--- src/rtl/multicycle_sequencer_if.sv ---
//------------------------------------------------------------------------------
// Module  : multicycle_sequencer_if
// Brief   : Shared memory-port handshake between the sequencer and memory.
// Revision: 1.0 - initial release
//------------------------------------------------------------------------------
`default_nettype none

interface multicycle_sequencer_if;
   logic mem_req;
   logic IorD;
   logic MemRead;
   logic MemWrite;
   logic mem_ready;

   modport master (
      output mem_req,
      output IorD,
      output MemRead,
      output MemWrite,
      input  mem_ready
   );

   modport slave (
      input  mem_req,
      input  IorD,
      input  MemRead,
      input  MemWrite,
      output mem_ready
   );
endinterface

`default_nettype wire

--- src/rtl/multicycle_sequencer.sv ---
//------------------------------------------------------------------------------
// Module  : multicycle_sequencer
// Brief   : Multi-cycle MIPS-subset control FSM driving datapath enables.
// Revision: 1.0 - initial release
//------------------------------------------------------------------------------
`default_nettype none

module multicycle_sequencer #(
   parameter int MEM_TIMEOUT = 255,
   parameter int CNT_W       = 16
) (
   input  wire logic                 i_clk,
   input  wire logic                 i_rst_n,
   input  wire logic                 i_run,
   input  wire logic [5:0]           i_opcode,
   multicycle_sequencer_if.master    mem,
   output logic                      o_IRWrite,
   output logic                      o_PCWrite,
   output logic                      o_PCWriteCond,
   output logic                      o_Bne,
   output logic [1:0]                o_PCSource,
   output logic                      o_ALUSrcA,
   output logic [1:0]                o_ALUSrcB,
   output logic [1:0]                o_ALUOp,
   output logic                      o_RegDst,
   output logic                      o_MemtoReg,
   output logic                      o_RegWrite,
   output logic                      o_retire,
   output logic [CNT_W-1:0]          o_retired_count,
   output logic [3:0]                o_state,
   output logic                      o_illegal,
   output logic                      o_fault
);

   localparam int               WAIT_W  = 16;
   localparam logic [WAIT_W-1:0] TO_LAST = WAIT_W'(MEM_TIMEOUT - 1);

   localparam logic [5:0] OP_RTYPE = 6'b000000;
   localparam logic [5:0] OP_ADDI  = 6'b001000;
   localparam logic [5:0] OP_ANDI  = 6'b001100;
   localparam logic [5:0] OP_LW    = 6'b100011;
   localparam logic [5:0] OP_SW    = 6'b101011;
   localparam logic [5:0] OP_BEQ   = 6'b000100;
   localparam logic [5:0] OP_BNE   = 6'b000101;
   localparam logic [5:0] OP_J     = 6'b000010;

   typedef enum logic [3:0] {
      IDLE     = 4'd0,
      FETCH    = 4'd1,
      DECODE   = 4'd2,
      EXEC_R   = 4'd3,
      R_WB     = 4'd4,
      EXEC_I   = 4'd5,
      I_WB     = 4'd6,
      MEM_ADDR = 4'd7,
      MEM_RD   = 4'd8,
      MEM_WB   = 4'd9,
      MEM_WR   = 4'd10,
      BRANCH   = 4'd11,
      JUMP     = 4'd12,
      ILLEGAL  = 4'd13,
      FAULT    = 4'd14
   } state_t;

   state_t              state_q, state_d;
   logic [WAIT_W-1:0]   wait_q, wait_d;
   logic [CNT_W-1:0]    count_q, count_d;
   logic                complete;
   logic                timeout;
   logic                mem_req, iord, mem_read, mem_write;

   assign timeout = (wait_q == TO_LAST);

   always_ff @(posedge i_clk or negedge i_rst_n) begin
      if (!i_rst_n) begin
         state_q <= IDLE;
         wait_q  <= '0;
         count_q <= '0;
      end else begin
         state_q <= state_d;
         wait_q  <= wait_d;
         count_q <= count_d;
      end
   end

   always_comb begin
      state_d       = state_q;
      wait_d        = '0;
      complete      = 1'b0;
      mem_req       = 1'b0;
      iord          = 1'b0;
      mem_read      = 1'b0;
      mem_write     = 1'b0;
      o_IRWrite     = 1'b0;
      o_PCWrite     = 1'b0;
      o_PCWriteCond = 1'b0;
      o_Bne         = 1'b0;
      o_PCSource    = 2'b00;
      o_ALUSrcA     = 1'b0;
      o_ALUSrcB     = 2'b00;
      o_ALUOp       = 2'b00;
      o_RegDst      = 1'b0;
      o_MemtoReg    = 1'b0;
      o_RegWrite    = 1'b0;

      // Wait counter returns to zero whenever a wait state is left, so entry always starts clean.
      case (state_q)
         IDLE: begin
            if (i_run) state_d = FETCH;
         end
         FETCH: begin
            mem_req   = 1'b1;
            mem_read  = 1'b1;
            o_ALUSrcB = 2'b01;
            if (mem.mem_ready) begin
               o_IRWrite = 1'b1;
               o_PCWrite = 1'b1;
               state_d   = DECODE;
            end else if (timeout) begin
               state_d = FAULT;
            end else begin
               wait_d = wait_q + 1'b1;
            end
         end
         DECODE: begin
            o_ALUSrcB = 2'b11;
            case (i_opcode)
               OP_RTYPE:         state_d = EXEC_R;
               OP_ADDI, OP_ANDI: state_d = EXEC_I;
               OP_LW, OP_SW:     state_d = MEM_ADDR;
               OP_BEQ, OP_BNE:   state_d = BRANCH;
               OP_J:             state_d = JUMP;
               default:          state_d = ILLEGAL;
            endcase
         end
         EXEC_R: begin
            o_ALUSrcA = 1'b1;
            o_ALUOp   = 2'b10;
            state_d   = R_WB;
         end
         R_WB: begin
            o_RegDst   = 1'b1;
            o_RegWrite = 1'b1;
            complete   = 1'b1;
         end
         EXEC_I: begin
            o_ALUSrcA = 1'b1;
            o_ALUSrcB = 2'b10;
            o_ALUOp   = (i_opcode == OP_ANDI) ? 2'b11 : 2'b00;
            state_d   = I_WB;
         end
         I_WB: begin
            o_RegWrite = 1'b1;
            complete   = 1'b1;
         end
         MEM_ADDR: begin
            o_ALUSrcA = 1'b1;
            o_ALUSrcB = 2'b10;
            state_d   = (i_opcode == OP_LW) ? MEM_RD : MEM_WR;
         end
         MEM_RD: begin
            mem_req  = 1'b1;
            iord     = 1'b1;
            mem_read = 1'b1;
            if (mem.mem_ready)  state_d = MEM_WB;
            else if (timeout)   state_d = FAULT;
            else                wait_d  = wait_q + 1'b1;
         end
         MEM_WB: begin
            o_MemtoReg = 1'b1;
            o_RegWrite = 1'b1;
            complete   = 1'b1;
         end
         MEM_WR: begin
            mem_req   = 1'b1;
            iord      = 1'b1;
            mem_write = 1'b1;
            if (mem.mem_ready)  complete = 1'b1;
            else if (timeout)   state_d  = FAULT;
            else                wait_d   = wait_q + 1'b1;
         end
         BRANCH: begin
            o_ALUSrcA     = 1'b1;
            o_ALUOp       = 2'b01;
            o_PCWriteCond = 1'b1;
            o_PCSource    = 2'b01;
            o_Bne         = (i_opcode == OP_BNE);
            complete      = 1'b1;
         end
         JUMP: begin
            o_PCWrite  = 1'b1;
            o_PCSource = 2'b10;
            complete   = 1'b1;
         end
         ILLEGAL: state_d = ILLEGAL;
         FAULT:   state_d = FAULT;
         default: state_d = IDLE;
      endcase

      if (complete) state_d = i_run ? FETCH : IDLE;
   end

   assign count_d = count_q + CNT_W'(complete);

   assign mem.mem_req      = mem_req;
   assign mem.IorD         = iord;
   assign mem.MemRead      = mem_read;
   assign mem.MemWrite     = mem_write;
   assign o_retire         = complete;
   assign o_retired_count  = count_q;
   assign o_state          = state_q;
   // Both trap states are terminal, so the state itself holds the sticky flags.
   assign o_illegal        = (state_q == ILLEGAL);
   assign o_fault          = (state_q == FAULT);

endmodule

`default_nettype wire

--- src/flat_wrapper.sv ---
// flat-port wrapper written by rule: the top's interface ports become plain ports
module multicycle_sequencer_flat 
#(
   parameter int MEM_TIMEOUT = 255,
   parameter int CNT_W       = 16
)
  (i_clk, i_rst_n, i_run, i_opcode, o_IRWrite, o_PCWrite, o_PCWriteCond, o_Bne, o_PCSource, o_ALUSrcA, o_ALUSrcB, o_ALUOp, o_RegDst, o_MemtoReg, o_RegWrite, o_retire, o_retired_count, o_state, o_illegal, o_fault, mem_mem_req, mem_IorD, mem_MemRead, mem_MemWrite, mem_mem_ready);
  multicycle_sequencer_if mem_i ();
  input  wire logic i_clk;
  input  wire logic i_rst_n;
  input  wire logic i_run;
  input  wire logic [5:0] i_opcode;
  output logic o_IRWrite;
  output logic o_PCWrite;
  output logic o_PCWriteCond;
  output logic o_Bne;
  output logic [1:0] o_PCSource;
  output logic o_ALUSrcA;
  output logic [1:0] o_ALUSrcB;
  output logic [1:0] o_ALUOp;
  output logic o_RegDst;
  output logic o_MemtoReg;
  output logic o_RegWrite;
  output logic o_retire;
  output logic [CNT_W-1:0] o_retired_count;
  output logic [3:0] o_state;
  output logic o_illegal;
  output logic o_fault;
  output wire logic [$bits(mem_i.mem_req)-1:0] mem_mem_req;
  output wire logic [$bits(mem_i.IorD)-1:0] mem_IorD;
  output wire logic [$bits(mem_i.MemRead)-1:0] mem_MemRead;
  output wire logic [$bits(mem_i.MemWrite)-1:0] mem_MemWrite;
  input wire logic [$bits(mem_i.mem_ready)-1:0] mem_mem_ready;
  assign mem_mem_req = mem_i.mem_req;
  assign mem_IorD = mem_i.IorD;
  assign mem_MemRead = mem_i.MemRead;
  assign mem_MemWrite = mem_i.MemWrite;
  assign mem_i.mem_ready = mem_mem_ready;
  multicycle_sequencer #(.MEM_TIMEOUT(MEM_TIMEOUT), .CNT_W(CNT_W)) u_core (.i_clk(i_clk), .i_rst_n(i_rst_n), .i_run(i_run), .i_opcode(i_opcode), .mem(mem_i), .o_IRWrite(o_IRWrite), .o_PCWrite(o_PCWrite), .o_PCWriteCond(o_PCWriteCond), .o_Bne(o_Bne), .o_PCSource(o_PCSource), .o_ALUSrcA(o_ALUSrcA), .o_ALUSrcB(o_ALUSrcB), .o_ALUOp(o_ALUOp), .o_RegDst(o_RegDst), .o_MemtoReg(o_MemtoReg), .o_RegWrite(o_RegWrite), .o_retire(o_retire), .o_retired_count(o_retired_count), .o_state(o_state), .o_illegal(o_illegal), .o_fault(o_fault));
endmodule
--- config.mk ---
export PLATFORM = sky130hd
export DESIGN_NAME = multicycle_sequencer_flat
export DESIGN_NICKNAME = d
export VERILOG_FILES = /design/src/rtl/multicycle_sequencer_if.sv /design/src/rtl/multicycle_sequencer.sv /design/src/flat_wrapper.sv
export SDC_FILE = /design/constraint.sdc
export NUM_CORES = 1
export LEC_CHECK = 0
export CAP_MARGIN = 15
export CORE_MARGIN = 5
export CORE_UTILIZATION = 35
export DETAILED_ROUTE_END_ITERATION = 10
export GPL_TIMING_DRIVEN = 0
export SLEW_MARGIN = 20
export SYNTH_ARGS = -nofsm -noshare
export SYNTH_HDL_FRONTEND = slang
export SYNTH_SLANG_ARGS = --single-unit
--- constraint.sdc ---
create_clock -name i_clk -period 3.6 [get_ports i_clk]
set_clock_uncertainty 0.05 [all_clocks]
set_input_delay 0.72 -clock i_clk [delete_from_list [all_inputs] [get_ports i_clk]]
set_output_delay 0.72 -clock i_clk [all_outputs]
set_load 0.005 [all_outputs]
==> metrics.md <==
| Metric | Value |
|---|---|
| Area delta synth->final | 33.3% |
| Slowest Stage Delay on Critical Path | 0.53 ns |
| Max FO, Critical Path | 5 |
| Maximum ir drop on the vdd rail | between 0.0002 and 0.0003 V |
| # port buffers | 50 |
| Ys async rst share | between 90% and 100% |
| PwrDens | 497 nW/um^2 |
| RD Place Congestion | 0.861 |
| Hpwl dp | 4000 um |
| Setup crit start kind | primary input |
| Synth top area cells | dfrtp_1 (42%), xnor2_1 (7.3%), nor2_1 (5.7%), xor2_1 (4.0%), nand3_1 (3.2%) |
| R2R Setup Slk | 0.69 ns |
| Synth top area share | 41.6% |
| Die height | slightly below 90 um |
| DRT antenna net count | 0 |
| Most used cell, CP | clkdlybuf4s50_1 |
| Final hold violations | 0 |
| Metal2 WL | between 2000 and 2500 um |
| Crit-path slowest cell | clkdlybuf4s50_1 |
| Num CTS Buffers | 5 |
| Critical path arrival | around 2.5 ns |
| Share of cells above drive strength 1 | ~8.6% |
| Post-synth EDFFs | 0 |
| Clock root cell | clkbuf_8 |
| Most frequent cells after synthesis | dfrtp_1 (36), nor2_1 (33), xnor2_1 (18) |
| Via Count | about 1900 |
| Global route overflow | 0 |
| # Post-CTS Setup Buffers | 0 |
| Count leader, synth | dfrtp_1 |
| RSZ-0062 raised after global routing | no |
| Avg WL per Cell | 14.4 um |
| Vias in the first global route | 1935 |
| WL met3 | ~280 um |
| Residual DRC count | 0 |
| Row Count | 28 |
| Max_cap viols | 0 |
| Final setup fails | 0 |
| Core region area | 5960 um^2 |
| Slew @ Worst Pin | approximately 0.56 ns |
| Setup WS post-layout | 0.298 ns |
| Highest metal used | met4 |
| I/O pin cnt | 51 |
| Largest net degree at the start of global routing | 28 |
| Syn Area/Cell | about 9.3 um^2 |
| GRT Resource Usage Total | 14.4% |
| YS warnings | 0 |
| Pre-Repair DR Iteration Count | 4 |
| Req. time, crit path | between 2 and 3 ns |
| Pre-CTS setup slack | 0.290 ns |
| TNS Setup | 0 ns |
| Area leader, netlist | dfrtp_1 |
| Worst r2r src | u_core.o_state[3] |
| Die width | a little under 90 um |
| Buf+Inv Stages, Crit Path | 2 |
| Iteration-0 DRC Markers | ~100 |
| Worst skew pair latency | 0.29 ns |
| CTS tree | built |
| CTS resizes | 0 |
| CP Cell Sequence | clkdlybuf4s50_1, nor4_1, nand4_1, a21oi_1, clkdlybuf4s50_1 |
| Slew Limit Fails | 0 |
| Min Clock Period, post-route | 3.30 ns |
| RR Endpoint | u_core.o_retired_count[10] |
| Antenna Cells | 0 |
| Antenna violations before repair | 0 |
| Final nets | 304 |
| Fmax | between 0.3 and 0.4 GHz |
| Class of the worst hold path | primary input to asynchronous set/reset pin |
| Top_reg_cell synth | dfrtp_1 |
| Crit path capture type | output port |
| Initial Util | a little over a third |
| Area of the die | about 8000 um^2 |
| Final wirelength | between 5000 and 6000 um |
| Vias per cell | ~5.2 |
| Synth Instances | 232 |
| M1 wire length | 2510 um |
| Status | completed |
| Post-synthesis cell type count | 54 |
| Delay-heaviest family, CP | buffers and inverters |
| # H-tree levels | 2 |
| Lkg Pwr | approximately 1.1 nW |
| Period utilisation layout | 91.7% |
| Seq/Total Area, Yosys | 41.6% |
| Clock Pin Slew Worst Setup and Hold Paths | 0.07 ns |
| First-pass GRT wire length | 9000 um |
| Netlist Area Pre-Place | 2160 um^2 |
| CTS Hold Bufs | 0 |
| Seq cells post-synth | 36 |
| Syn nets | approximately 250 |
| Rel. slew slack | 62.1% |
| Clk sinks | 36 |
| Clk buf depth | 2 |
| Crit Path Category | primary input to output port |
| R2R depth | 9 |
-- worst register-to-register path, stage by stage, from the launching register on --
cell	delay, ns
dfrtp_1	0.44
buf_1	0.27
and2_0	0.23
o32ai_1	0.48
ha_1	0.28
ha_1	0.20
nand2_1	0.09
nor3_1	0.45
nand3_1	0.19
xnor2_1	0.15
-- cell families (layout without fill, tap and decap cells) --
kind of cell / after synthesis / after routing / synth area share, %
fa+ha+maj: 4 / 4 / 2.31
mux: 3 / 3 / 1.45
xor+xnor: 28 / 28 / 11.3
flops: 36 / 36 / 41.6
buf+inv: 18 / 77 / 4.40
simple gates: 110 / 110 / 27.9
compound gates: 33 / 33 / 10.9
-- routing by layer --
layer	vias up	global-route usage (%)
met5	-	0
met4	0	5.08
met3	7	2.98
met2	46	22.7
met1	921	19.7
li1	944	-
-- how the worst max path moves through the flow --
stage                                 end  slack, ns              start  cells after the start
5_1_grt                             o_Bne       0.14  u_core.o_state[1]                      6
3_5_place_dp   u_core.o_retired_count[10]       0.29      mem_mem_ready                      9
3_3_place_gp                   o_ALUOp[0]       0.29        i_opcode[4]                      5
2_1_floorplan  u_core.o_retired_count[10]       1.13  u_core.o_state[3]                      9
4_1_cts                        o_ALUOp[0]       0.30        i_opcode[1]                      5
6_report                       o_ALUOp[0]       0.30        i_opcode[1]                      5
-- final cells by class --
cell class,count,area (um^2)
multi-input combinational,178,1170
inverter,9,33.8
tap,75,93.8
clock buffer,5,68.8
buffer,9,61.3
clock inverter,3,42.5
sequential,36,901
timing repair buffer,51,515
fill,612,3070
-- flip-flops by register name (all words and copies together), names as in the netlist --
signal / cells
u_core.o_retired_count: 16
u_core.o_state: 4
u_core.wait_q: 16
-- per-stage QoR --
step | cell area (um^2) | hold slack, ns | util, % | cells | power, mW
CTS | 2880 | 0.239 | 48.4 | 366 | 1.45
global route | 2880 | 0.245 | 48.4 | 366 | 1.53
global placement | 2760 | 0.416 | 46.3 | 357 | 1.09
floorplan | 2160 | 0.374 | - | 232 | 0.813
detailed placement | 2770 | 0.430 | 46.6 | 358 | 1.09
finish | 2880 | 0.240 | 48.4 | 366 | 1.43
-- power breakdown --
group | switching (mW) | total [mW] | internal, mW
clock | 0.145 | 0.349 | 0.205
sequential | 0.0620 | 0.513 | 0.451
combinational | 0.272 | 0.571 | 0.299
total | 0.478 | 1.43 | 0.955
-- layout by cell type, fill, tap and decap left out, types with 6 or more instances in the layout --
cell type | synthesis | routed
xnor2_1 | 18 | 18
nand3_1 | 14 | 14
clkdlybuf4s50_1 | 0 | 49
nand2b_1 | 6 | 6
nor2_1 | 33 | 33
xor2_1 | 10 | 10
dfrtp_1 | 36 | 36
nor4_1 | 6 | 6
nand2_1 | 10 | 10
nor3_1 | 7 | 7
a21oi_1 | 7 | 7
inv_1 | 9 | 9
nand4_1 | 8 | 8
(Power assumes the default switching activity.)
